==> config.mk <==
export PLATFORM = sky130hd
export DESIGN_NAME = serial_subtractor
export DESIGN_NICKNAME = d
export VERILOG_FILES = /design/src/rtl/serial_subtractor.sv
export SDC_FILE = /design/constraint.sdc
export NUM_CORES = 1
export LEC_CHECK = 0
export ABC_AREA = 1
export CORE_UTILIZATION = 52
export CTS_CLUSTER_DIAMETER = 60
export CTS_CLUSTER_SIZE = 12
export DETAILED_ROUTE_END_ITERATION = 10
export PLACE_DENSITY_LB_ADDON = 0.12
export REMOVE_ABC_BUFFERS = 1
export SLEW_MARGIN = 25
export SYNTH_ARGS = -nofsm -noshare
export SYNTH_HDL_FRONTEND = slang
export SYNTH_SLANG_ARGS = --single-unit
==> constraint.sdc <==
create_clock -name i_Clk -period 1.4 [get_ports i_Clk]
set_input_delay 0.28 -clock i_Clk [delete_from_list [all_inputs] [get_ports i_Clk]]
set_output_delay 0.28 -clock i_Clk [all_outputs]
set_load 0.005 [all_outputs]
==> src/rtl/serial_subtractor.sv <==
// Bit-serial two's-complement subtractor: D = A - B - Bin, one bit per clock, LSB first.
// Latency: o_Done pulses WIDTH+1 cycles after an accepted start; one operation per WIDTH+1 cycles.
// Backpressure: none; i_Start is taken only in IDLE or DONE and ignored while o_Busy is high.
//
// Ports:
//   i_Clk, i_Rst          rising-edge clock, synchronous active-high reset
//   i_Start, i_A, i_B,    start request and operands, captured on the accepting edge
//   i_Bin
//   o_Busy                high for the WIDTH cycles of bit-serial work
//   o_Done                one-cycle pulse when o_Diff/o_Bout/o_Ovf carry a fresh result
//   o_Diff, o_Bout, o_Ovf difference mod 2^WIDTH, final borrow, signed overflow (held until next result)
module serial_subtractor #(
  parameter int WIDTH = 8
) (
  input  logic             i_Clk,
  input  logic             i_Rst,
  input  logic             i_Start,
  input  logic [WIDTH-1:0] i_A,
  input  logic [WIDTH-1:0] i_B,
  input  logic             i_Bin,
  output logic             o_Busy,
  output logic             o_Done,
  output logic [WIDTH-1:0] o_Diff,
  output logic             o_Bout,
  output logic             o_Ovf
);

  localparam int CNT_W = $clog2(WIDTH) + 1;

  typedef enum logic [1:0] {
    IDLE = 2'd0,
    RUN  = 2'd1,
    DONE = 2'd2
  } state_t;

  state_t             state;
  logic [CNT_W-1:0]   cnt;
  logic [WIDTH-1:0]   sa;
  logic [WIDTH-1:0]   sb;
  logic [WIDTH-1:0]   res;
  logic               borrow;
  logic               a_msb;
  logic               b_msb;

  // Full-subtractor slice on the current LSBs.
  logic               bit_a;
  logic               bit_b;
  logic               bit_d;
  logic               borrow_nxt;
  logic [WIDTH-1:0]   res_nxt;
  logic               last_bit;

  always_comb begin
    bit_a      = sa[0];
    bit_b      = sb[0];
    bit_d      = bit_a ^ bit_b ^ borrow;
    borrow_nxt = (~bit_a & bit_b) | (~(bit_a ^ bit_b) & borrow);
    // Result fills from the MSB end so after WIDTH shifts bit 0 sits at res[0].
    res_nxt    = {bit_d, res[WIDTH-1:1]};
    last_bit   = (cnt == CNT_W'(WIDTH - 1));
  end

  always_ff @(posedge i_Clk) begin
    if (i_Rst) begin
      state  <= IDLE;
      cnt    <= '0;
      sa     <= '0;
      sb     <= '0;
      res    <= '0;
      borrow <= 1'b0;
      a_msb  <= 1'b0;
      b_msb  <= 1'b0;
      o_Busy <= 1'b0;
      o_Done <= 1'b0;
      o_Diff <= '0;
      o_Bout <= 1'b0;
      o_Ovf  <= 1'b0;
    end else begin
      case (state)
        IDLE, DONE: begin
          o_Done <= 1'b0;
          if (i_Start) begin
            sa     <= i_A;
            sb     <= i_B;
            borrow <= i_Bin;
            res    <= '0;
            cnt    <= '0;
            a_msb  <= i_A[WIDTH-1];
            b_msb  <= i_B[WIDTH-1];
            o_Busy <= 1'b1;
            state  <= RUN;
          end else begin
            state  <= IDLE;
          end
        end
        RUN: begin
          sa     <= sa >> 1;
          sb     <= sb >> 1;
          res    <= res_nxt;
          borrow <= borrow_nxt;
          cnt    <= cnt + CNT_W'(1);
          if (last_bit) begin
            // Publish only the completed word; outputs never see partial bits.
            o_Diff <= res_nxt;
            o_Bout <= borrow_nxt;
            o_Ovf  <= (a_msb ^ b_msb) & (bit_d ^ a_msb);
            o_Busy <= 1'b0;
            o_Done <= 1'b1;
            state  <= DONE;
          end
        end
        default: begin
          o_Busy <= 1'b0;
          o_Done <= 1'b0;
          state  <= IDLE;
        end
      endcase
    end
  end

endmodule

; ---- Word-level counts from Yosys, hierarchy flattened
; Cells that the tools add are included.
[word_totals]
mem_bits_rw = 0
reg_bits = 45
output_inout_bits = 12
latchBits = 0
memories = 0
input_bits = 20
word_cells = 54
rom_bits = 0
[classes]
n_bitwise = 11
shift = 0
eq_ne = 5
n_mul = 0
div_mod_pow = 0
n_lt_le_gt_ge = 0
n_mux = 16
n_reduce_logical = 8
addsub = 1
[ops]
columns = op, count
row1 = $pmux W8 S2, 3
row2 = $mux W8, 3
row3 = $pmux W4 S2, 1
row4 = $reduce_and A2 Y1, 4
row5 = $add A4 B1 Y4 const B, 1
row6 = $eq A4 B3 Y1 const B, 1
row7 = $mux W1, 4
row8 = $mux W4, 1
row9 = $ne A2 B2 Y1 const B, 2
row10 = $pmux W1 S2, 2
row11 = $pmux W2 S2, 1
row12 = $reduce_or A2 Y1, 2
row13 = $xor A1 B1 Y1, 4
row14 = $and A1 B1 Y1, 3
row15 = $not A1 Y1, 3
row16 = $eq A2 B1 Y1 const B, 1
row17 = $eq A2 B2 Y1 const B, 1
row18 = $logic_not A2 Y1, 1
row19 = $mux W2, 1
row20 = $reduce_bool A2 Y1, 1
row21 = $or A1 B1 Y1, 1

; ---- Logic depth before layout (Yosys ltp)
; Gate-level depths: netlist (run 1).
[logic_depth]
word_depth = 5
ltp_mapped = 7
depth_no_buf = 7

; ---- Worst setup path before layout (run 1)
; Ideal clock, no wire load.
[synth_path]
path_type = reg-to-reg
start = register sb[0]
end = register o_Ovf
required_time_ps = 1287
n_path_buf = 0
synth_period_minus_slack_ps = 1255
setup_ps = 113
t_arrival_ps = 1142
path_stages_with_launch = 8
slack_ps = 145
path_cell_list = dfxtp_1 -> inv_1 -> fa_1 -> inv_1 -> nand2_1 -> nand2_1 -> nor2_1 -> nor2_1
[synth_between]
elab_chain_len = 4
[synth_rtl]
columns = item, line_no
row1 = "start, declared", 39  ; logic [WIDTH-1:0] sb;
row2 = "start signal, assigned", 84  ; sb <= i_B;
row3 = "start signal, assigned", 98  ; sb <= sb >> 1;
row4 = $xor A1 B1 Y1 (2 in series), 56  ; bit_d = bit_a ^ bit_b ^ borrow;
row5 = via bit_d, 48  ; logic bit_d;
row6 = $xor A1 B1 Y1, 106  ; o_Ovf <= (a_msb ^ b_msb) & (bit_d ^ a_msb);
row7 = $and A1 B1 Y1, 106
row8 = "end signal, assigned", 106
row9 = "end, declared", 25  ; output logic o_Ovf
; The timed path passes the listed nets, and every way through them passes these cells.
; A chain may end at the register's enable or synchronous reset.

; ---- Final worst setup path (run 1)
[layout_path]
start = register sa[0]
end = register o_Ovf
[layout_between]
elab_chain_len = 4
[layout_rtl]
columns = item, line_no
row1 = "start, declared", 38  ; logic [WIDTH-1:0] sa;
row2 = "start signal, assigned", 83  ; sa <= i_A;
row3 = "start signal, assigned", 97  ; sa <= sa >> 1;
row4 = $xor A1 B1 Y1 (2 in series), 56
row5 = via bit_d, 48
row6 = $xor A1 B1 Y1, 106
row7 = $and A1 B1 Y1, 106
; The timed path passes the listed nets, and every way through them passes these cells.

==> reports/results.tsv, run 1 <==
metric	value	unit
synth_seq_area_share	0.446	
critical_path_class	reg2reg	
post_route_cells_drive_above_1_share	0.183	
r2r_end	o_Ovf$_SDFFE_PP0P_	
yosys_warnings	0	
clkTransAtPathRegs	80	ps
die_x	63.6	um
nNetsFinal	317	
drc	0	
r2r_start	sa[0]$_SDFFE_PP0P_	
cp-end-kind	flip-flop	
switchingPower	637	uW
fin_ws	56.1	ps
hp-class	reg2reg	
ys_top_cells_by_area	dfxtp_1 45%, nand3_1 13%, nand2_1 8.9%, a21oi_1 5.6%, inv_1 4.6%	
io_buffers	31	
switching_share	0.258	
cts_tree	done	
clock_skew	3.49	ps
routed_wl	4100	um
grt-ovfl-total	0	
maxCapViolations	0	
reg2reg_depth	6	
num_vias	1763	
max_freq	744	MHz
placed_area	2380	sq um
fp.dieArea	4050	sq um
tightest_slew	263	ps
syn_area	1980	sq um
yosysTopAreaCellShare	0.446	
worstPathRequired	1590	ps
r2r_slack	60	ps
fp.coreArea	3660	sq um
grt_use_total	0.223	
drv_slew	0	
endpoint	o_Ovf$_SDFFE_PP0P_	
p_int	1.83	mW
start_util	0.540	
rows	22	
cts-root-buf	clkbuf_8	
cts_sinks	44	
outcome	completed	
hpwl	2720	um
grt_pass1_wl	7060	um
synth_area_leader_cell	dfxtp_1	
critPathLaunch	sa[0]$_SDFFE_PP0P_	
grt_antenna_before_repair	0	
yosys_register_bits	44	
diodes	0	
maxSlewHeadroom	0.824	
fin_area	2510	sq um
num_io_pins	32	
dr.pass1.iters	4	
nFillCells	319	
vias_per_cell	5.14	
area_growth	27.2	%
powerDensity	981	nW/um^2
drt-initial-drc-count	86	
worstSkewPairLatency	290	ps
cts_buffers	5	
peakVddDrop	0.000796	V
gp_congestion	0.797	
fin_crit_sh	0.960	
grt_max_degree	25	
cp.arrival	1530	ps
holdBufCountCts	0	
final_antenna_net_count	0	
dp_slack	-61.5	ps
die_y	63.6	um
synth.distinct_cells	25	
seqPwrFrac	0.540	
grt_setup_unrepaired	true	
crit_path_start_kind	flip-flop	
grt_pass1_vias	1671	
cp_max_fo	3	
combPwrFrac	0.158	
wl_per_cell	12.0	um
pwr-share-clk	0.301	
cts-htree-levels	2	
clock_path_buffers	2	
cellLeakagePower	1.15	nW
fin_crit	1340	ps
synth.avg_cell_area	7.81	sq um
syn_inst	253	
setup_violations	0	
hold_viol	0	
[critical path: stages, from the launching register on]
cell and delay (ps):
dfxtp_1 330, fa_1 590, inv_2 50, nand2_1 60, nand2_1 50, nor2_1 110, nor2_1 50
[per-stage QoR]
step                cells   util  hold slack (ps)  total power [mW]  TNS [ps]
global placement      331  0.649              459              1.72      -302
finish                343  0.687              457              2.47         0
CTS                   339  0.673              474              2.46         0
floorplan             238      -              349              1.54      -461
detailed placement    331  0.649              464              1.73      -483
global route          343  0.687              475              2.59     -54.8
[cells by family after synthesis]
logic type / count (synthesis) / share of synthesized area
and+or+nand+nor: 128 / 0.322
AOI/OAI and AO/OA: 38 / 0.106
buffers and inverters: 41 / 0.110
DFF: 44 / 0.446
adders and majority gates: 2 / 0.0165
[power by group through the flow]
stage	clock network, mW	logic (mW)	registers, mW
floorplan	0	0.182	1.36
global placement	0	0.365	1.36
detailed placement	0	0.371	1.36
CTS	0.758	0.372	1.33
global route	0.813	0.434	1.34
finish	0.743	0.391	1.33
[cell usage in the layout, fill, tap and decap left out, types with 5 or more instances in the layout]
cell type and instances:
dfxtp_1 34, clkbuf_8 5, dlygate4sd2_1 8, a21oi_1 22
inv_1 22, buf_4 16, nor2_1 16, clkdlybuf4s50_1 19
o22ai_1 7, nand3_1 53, dfxtp_2 10, nand2_1 47
[cells in the mapped netlist (all sizes together)]
library cell and n:
clkbuf 2, o21ai 9, buf 13, a21oi 22, dfxtp 44, nor2 19, ha 1, o22ai 7
nand2 51, nand3 57, inv 26, nand3b 1, fa 1
[timing repair]
action,4_1_cts,5_1_grt
resized for setup,15,10
setup buffers,1,4
pin swaps,0,4
endpoints found under the setup margin,12,8
[layer usage]
layer | track usage | vias to the layer above | wire, um
li1 | - | 924 | -
met2 | 0.355 | 35 | 1880
met5 | 0 | - | 0
met1 | 0.288 | 799 | 1990
met4 | 0.0824 | 0 | 55
met3 | 0.0580 | 5 | 176
[worst min-delay path by stage]
stage	from	end	slack [ps]	depth (start not counted)
after floorplan	i_Rst	a_msb$_SDFFE_PP0P_	350	1
after global placement	a_msb$_SDFFE_PP0P_	a_msb$_SDFFE_PP0P_	460	2
after detailed placement	o_Bout$_SDFFE_PP0P_	o_Bout$_SDFFE_PP0P_	460	2
after CTS	o_Diff[2]$_SDFFE_PP0P_	o_Diff[2]$_SDFFE_PP0P_	470	2
after global routing	cnt[0]$_SDFFE_PP0P_	cnt[0]$_SDFFE_PP0P_	470	1
final	cnt[0]$_SDFFE_PP0P_	cnt[0]$_SDFFE_PP0P_	460	1
[final cells by class]
cell class,instances,area (sq um),share of cell area
well taps,48,60.1,0.0239
flip-flops and latches,44,893,0.355
inverters,26,105,0.0418
multi-input cells,168,883,0.351
clock buffers,5,68.8,0.0274
repair buffers,50,490,0.195
clock inverters,2,12.5,0.00498
[registers in the layout (all words and copies together) (netlist names), 2 cells and up]
register	cells
cnt	4
o_Diff	8
res	7
sa	8
sb	8
state	2
Note: power is estimated with default switching activity, not from simulation.
==> run 2: changes to the inputs <==
--- a/config.mk
+++ b/config.mk
@@ -5,8 +5,7 @@
 export SDC_FILE = /design/constraint.sdc
 export NUM_CORES = 1
 export LEC_CHECK = 0
-export ABC_AREA = 1
-export CORE_UTILIZATION = 52
+export CORE_UTILIZATION = 51
 export CTS_CLUSTER_DIAMETER = 60
 export CTS_CLUSTER_SIZE = 12
 export DETAILED_ROUTE_END_ITERATION = 10
==> reports/results.tsv, run 2 <==
metric	value	unit
grt_setup_unrepaired	true	
setup_tns	-36.2	ps
outcome	complete, but fails checks	
nNetsFinal	260	
synth_ff_type	dfxtp_1	
worstSkewPairLatency	350	ps
cts_tree	done	
reg.largest.list	o_Diff x8, sa x8, sb x8	
num_vias	1576	
setup_violations	1	
gp_congestion	0.847	
crit_path_start_kind	flip-flop	
routed_wl	3600	um
cp_max_fo	3	
seq_area	901	sq um
synth.distinct_cells	25	
syn_area	1770	sq um
synth_area_leader_cell	dfxtp_1	
fp.coreArea	3340	sq um
worst-path-buf-inv	1	
syn_inst	203	
synth.avg_cell_area	8.73	sq um
synthArstFlopShare	0	
drt-initial-drc-count	94	
powerDensity	1020	nW/um^2
cp.arrival	1700	ps
total_power	2.29	mW
ys_top_cells_by_area	dfxtp_1 50%, a21oi_1 12%, nand3_1 9.6%, a22oi_1 5.9%, buf_4 3.0%	
grt_max_degree	29	
tightest_slew	270	ps
fin_area	2250	sq um
yosys_register_bits	44	
final_antenna_net_count	0	
num_io_pins	32	
maxSlewHeadroom	0.820	
multi_input_area	777	sq um
clkTransAtPathRegs	120	ps
cts-root-buf	clkbuf_4	
dr.pass1.iters	4	
placed_area	2170	sq um
nFillCells	298	
worstPathRequired	1660	ps
synthTopCellsByCount	44 x dfxtp_1, 42 x a21oi_1, 34 x nand3_1, 14 x a22oi_1, 12 x nand2_1	
rows	21	
grt_antenna_before_repair	0	
fin_ws	-36.2	ps
final_common_cell	a21oi_1	
path_delay_family	adder cells	
hold_viol	0	
cts-htree-levels	2	
post_route_cells_drive_above_1_share	0.172	
dpl.cell_count	275	
io_buffers	31	
die_y	60.9	um
area_growth	27.0	%
fin_crit_sh	1.03	
fin_util	0.674	
yosysTopAreaCellShare	0.497	
die_x	60.9	um
timing.hold.ws	469	ps
grt_use_total	0.209	
grt_pass1_wl	5720	um
diodes	0	
synth_most_common_cell	dfxtp_1	
dp_slack	-198	ps
grt_pass1_vias	1305	
max_stage_delay	540	ps
drv_slew	0	
wl_per_cell	12.6	um
hpwl	2580	um
cts_buffers	5	
stdcell_count	285	
grt-ovfl-total	0	
crit_chain	inv_2 > fa_1 > nor2b_1 > a21oi_1 > a211oi_1	
cp_slowest_cell	fa_1	
max_freq	696	MHz
critical_path_class	reg2reg	
final_cell_mix	41 x a21oi_1, 34 x nand3_1, 28 x dfxtp_1	
cts_sinks	44	
drc	0	
vias_per_cell	5.53	
peakVddDrop	0.000635	V
violations	setup timing	
fin_crit	1440	ps
clock_skew	9.08	ps
hp-class	reg2reg	
synth_seq_area_share	0.497	
cellLeakagePower	0.844	nW
clock_path_buffers	2	
maxCapViolations	0	
yosys_warnings	0	
synth_edf_count	0	
cp-end-kind	flip-flop	
start_util	0.531	
fp.dieArea	3710	sq um
-- run 2: cell types whose count changed in the layout (fill, tap and decap cells not counted), sizes merged, moves of 3 or more --
cell / delta
inv: -24
clkbuf: +3
nand2: -39
nor2: -15
dlymetal6s2s: -4
nand2b: +3
a211oi: +3
dlygate4sd2: +4
a21oi: +20
o22ai: -7
a22oi: +14
nand3: -23
-- run 2: kinds of logic (layout without fill, tap and decap cells) --
family / count (synthesis) / after routing / share of synthesized area
fa+ha+maj: 2 / 2 / 0.0184
compound gates: 69 / 69 / 0.222
flops: 44 / 44 / 0.497
buf+inv: 22 / 58 / 0.0664
simple gates: 64 / 64 / 0.183
mux: 2 / 2 / 0.0127
-- run 2: worst paths after layout --
path / from / to / slack [ps] / cells after the start
min reg2reg: res[1]$_SDFFE_PP0P_ / o_Diff[0]$_SDFFE_PP0P_ / 470 / 2
max reg2reg: borrow$_SDFFE_PP0P_ / o_Ovf$_SDFFE_PP0P_ / -40 / 5
max: borrow$_SDFFE_PP0P_ / o_Ovf$_SDFFE_PP0P_ / -40 / 5
min: res[1]$_SDFFE_PP0P_ / o_Diff[0]$_SDFFE_PP0P_ / 470 / 2
-- run 2: power breakdown --
group / switching (mW) / internal [mW]
Sequential: 0.0295 / 1.30
Clock: 0.383 / 0.248
Combinational: 0.167 / 0.164
-- run 2: area by class of cell --
type                            count  area share
Clock buffer                        8      0.0261
Inverter                            2     0.00334
Multi-Input combinational cell    137       0.345
Sequential cell                    44       0.400
Tap cell                           46      0.0256
Timing Repair Buffer               48       0.199
-- run 2: metal layers --
layer	vias up	wire length (um)	global-route usage
met1	735	1520	0.252
met4	0	72	0.0909
met2	42	1820	0.350
met3	6	183	0.0576
met5	-	0	0
li1	793	-	-
-- run 2: worst register-to-register path, delay by kind of cell, from the launching register on --
| kind | cells | cell delay [ps] |
|---|---|---|
| and+or+nand+nor | 1 | 140 |
| AOI/OAI and AO/OA | 2 | 280 |
| buffers and inverters | 1 | 40 |
| DFF | 1 | 350 |
| adders and majority gates | 1 | 540 |
-- run 2: timing repair --
| action | in CTS | in global routing |
|---|---|---|
| pin swaps | 3 | 0 |
| resized for setup | 28 | 2 |
| cloned | 0 | 0 |
| endpoints found under the setup margin | 13 | 6 |
| hold buffers | 0 | 0 |
| setup buffers | 2 | 0 |
==> run 3: changes to the inputs <==
--- a/config.mk
+++ b/config.mk
@@ -10,8 +10,8 @@
 export CTS_CLUSTER_SIZE = 12
 export DETAILED_ROUTE_END_ITERATION = 10
 export PLACE_DENSITY_LB_ADDON = 0.12
+export RECOVER_POWER = 25
 export REMOVE_ABC_BUFFERS = 1
-export SLEW_MARGIN = 25
 export SYNTH_ARGS = -nofsm -noshare
 export SYNTH_HDL_FRONTEND = slang
 export SYNTH_SLANG_ARGS = --single-unit
==> reports/results.tsv, run 3 (synthesis gave the netlist of run 2 again) <==
metric	value	unit
fin_crit_sh	1.03	
cp_max_fo	3	
die_y	60.9	um
grt_max_degree	29	
drv_slew	0	
dr.pass1.iters	4	
fp.coreArea	3340	sq um
area_growth	26.7	%
peakVddDrop	0.000635	V
start_util	0.531	
timing.hold.ws	469	ps
cts-root-buf	clkbuf_4	
cts_tree	done	
cellLeakagePower	0.842	nW
final_cell_mix	41 x a21oi_1, 34 x nand3_1, 30 x dfxtp_1	
cp.arrival	1700	ps
grt_pass1_wl	5720	um
powerDensity	1020	nW/um^2
max_freq	696	MHz
grt_pass1_vias	1305	
grt_use_total	0.209	
reg.largest.list	o_Diff x8, sa x8, sb x8	
num_vias	1571	
critical_path_class	reg2reg	
cts_buffers	5	
hpwl	2580	um
fin_crit	1440	ps
final_antenna_net_count	0	
total_power	2.29	mW
worstPathRequired	1660	ps
wl_per_cell	12.6	um
cts_sinks	44	
maxSlewHeadroom	0.818	
fin_ws	-35.8	ps
crit_path_start_kind	flip-flop	
grt_antenna_before_repair	0	
maxCapViolations	0	
violations	setup timing	
clock_path_buffers	2	
vias_per_cell	5.51	
diodes	0	
grt_setup_unrepaired	true	
fp.dieArea	3710	sq um
post_route_cells_drive_above_1_share	0.163	
nNetsFinal	260	
outcome	complete, but fails checks	
die_x	60.9	um
clkTransAtPathRegs	120	ps
gp_congestion	0.847	
drc	0	
hp-class	reg2reg	
tightest_slew	273	ps
drt-initial-drc-count	87	
grt-ovfl-total	0	
final_common_cell	a21oi_1	
io_buffers	31	
setup_violations	1	
rows	21	
worstSkewPairLatency	350	ps
routed_wl	3600	um
clock_skew	9.33	ps
hold_viol	0	
cts-htree-levels	2	
num_io_pins	32	
cp-end-kind	flip-flop	
run 3: cell count changes in the layout (fill, tap and decap cells not counted):
cell / change
buf_4: -1
dfxtp_2: -2
clkbuf_2: +1
dfxtp_1: +2
run 3: path summary, 6_finish.rpt:
| check | cells after the start | startpoint | slack [ps] | end |
|---|---|---|---|---|
| setup / recovery | 5 | borrow$_SDFFE_PP0P_ | -40 | o_Ovf$_SDFFE_PP0P_ |
| hold / removal | 2 | res[1]$_SDFFE_PP0P_ | 470 | o_Diff[0]$_SDFFE_PP0P_ |
| setup reg to reg | 5 | borrow$_SDFFE_PP0P_ | -40 | o_Ovf$_SDFFE_PP0P_ |
| hold reg to reg | 2 | res[1]$_SDFFE_PP0P_ | 470 | o_Diff[0]$_SDFFE_PP0P_ |
run 3: worst max-delay path: stages, from the launching register on:
cell      delay (ps)
dfxtp_2          350
inv_2             40
fa_1             540
nor2b_1          140
a21oi_1           70
a211oi_1         210
run 3: where the power goes:
group	leakage, nW	switching, mW	internal [mW]
registers	0.365	0.0295	1.30
logic	0.445	0.167	0.162
clock network	0.0326	0.382	0.248
total	0.842	0.579	1.71
run 3: timing repair:
item	CTS	global route
buffers inserted	2	0
cloned	0	0
hold buffers	0	0
pin swaps	3	0
setup endpoints to repair	13	6
gates resized for setup	28	2
run 3: area by class of cell:
type	count	area [sq um]
inverters	2	7.51
multi-input cells	137	777
well taps	46	57.6
clock buffers	8	58.8
fillers	299	1090
flip-flops and latches	44	898
repair buffers	48	445
run 3: metal layers:
metal	track usage	up-vias	part of all wire
met5	0	-	0
met2	0.350	42	0.51
met4	0.0909	0	0.020
met3	0.0576	6	0.051
met1	0.252	729	0.42
li1	-	794	-
run 3: metrics by stage:
stage | setup slack, ps | area (sq um) | util | std cells | TNS [ps]
floorplan | -285 | 1660 | - | 183 | -946
global placement | -163 | 2170 | 0.649 | 275 | -2910
finish | -35.8 | 2240 | 0.673 | 285 | -35.8
detailed placement | -198 | 2170 | 0.649 | 275 | -3430
global route | -100 | 2240 | 0.673 | 285 | -100
CTS | -36.6 | 2240 | 0.673 | 285 | -36.6
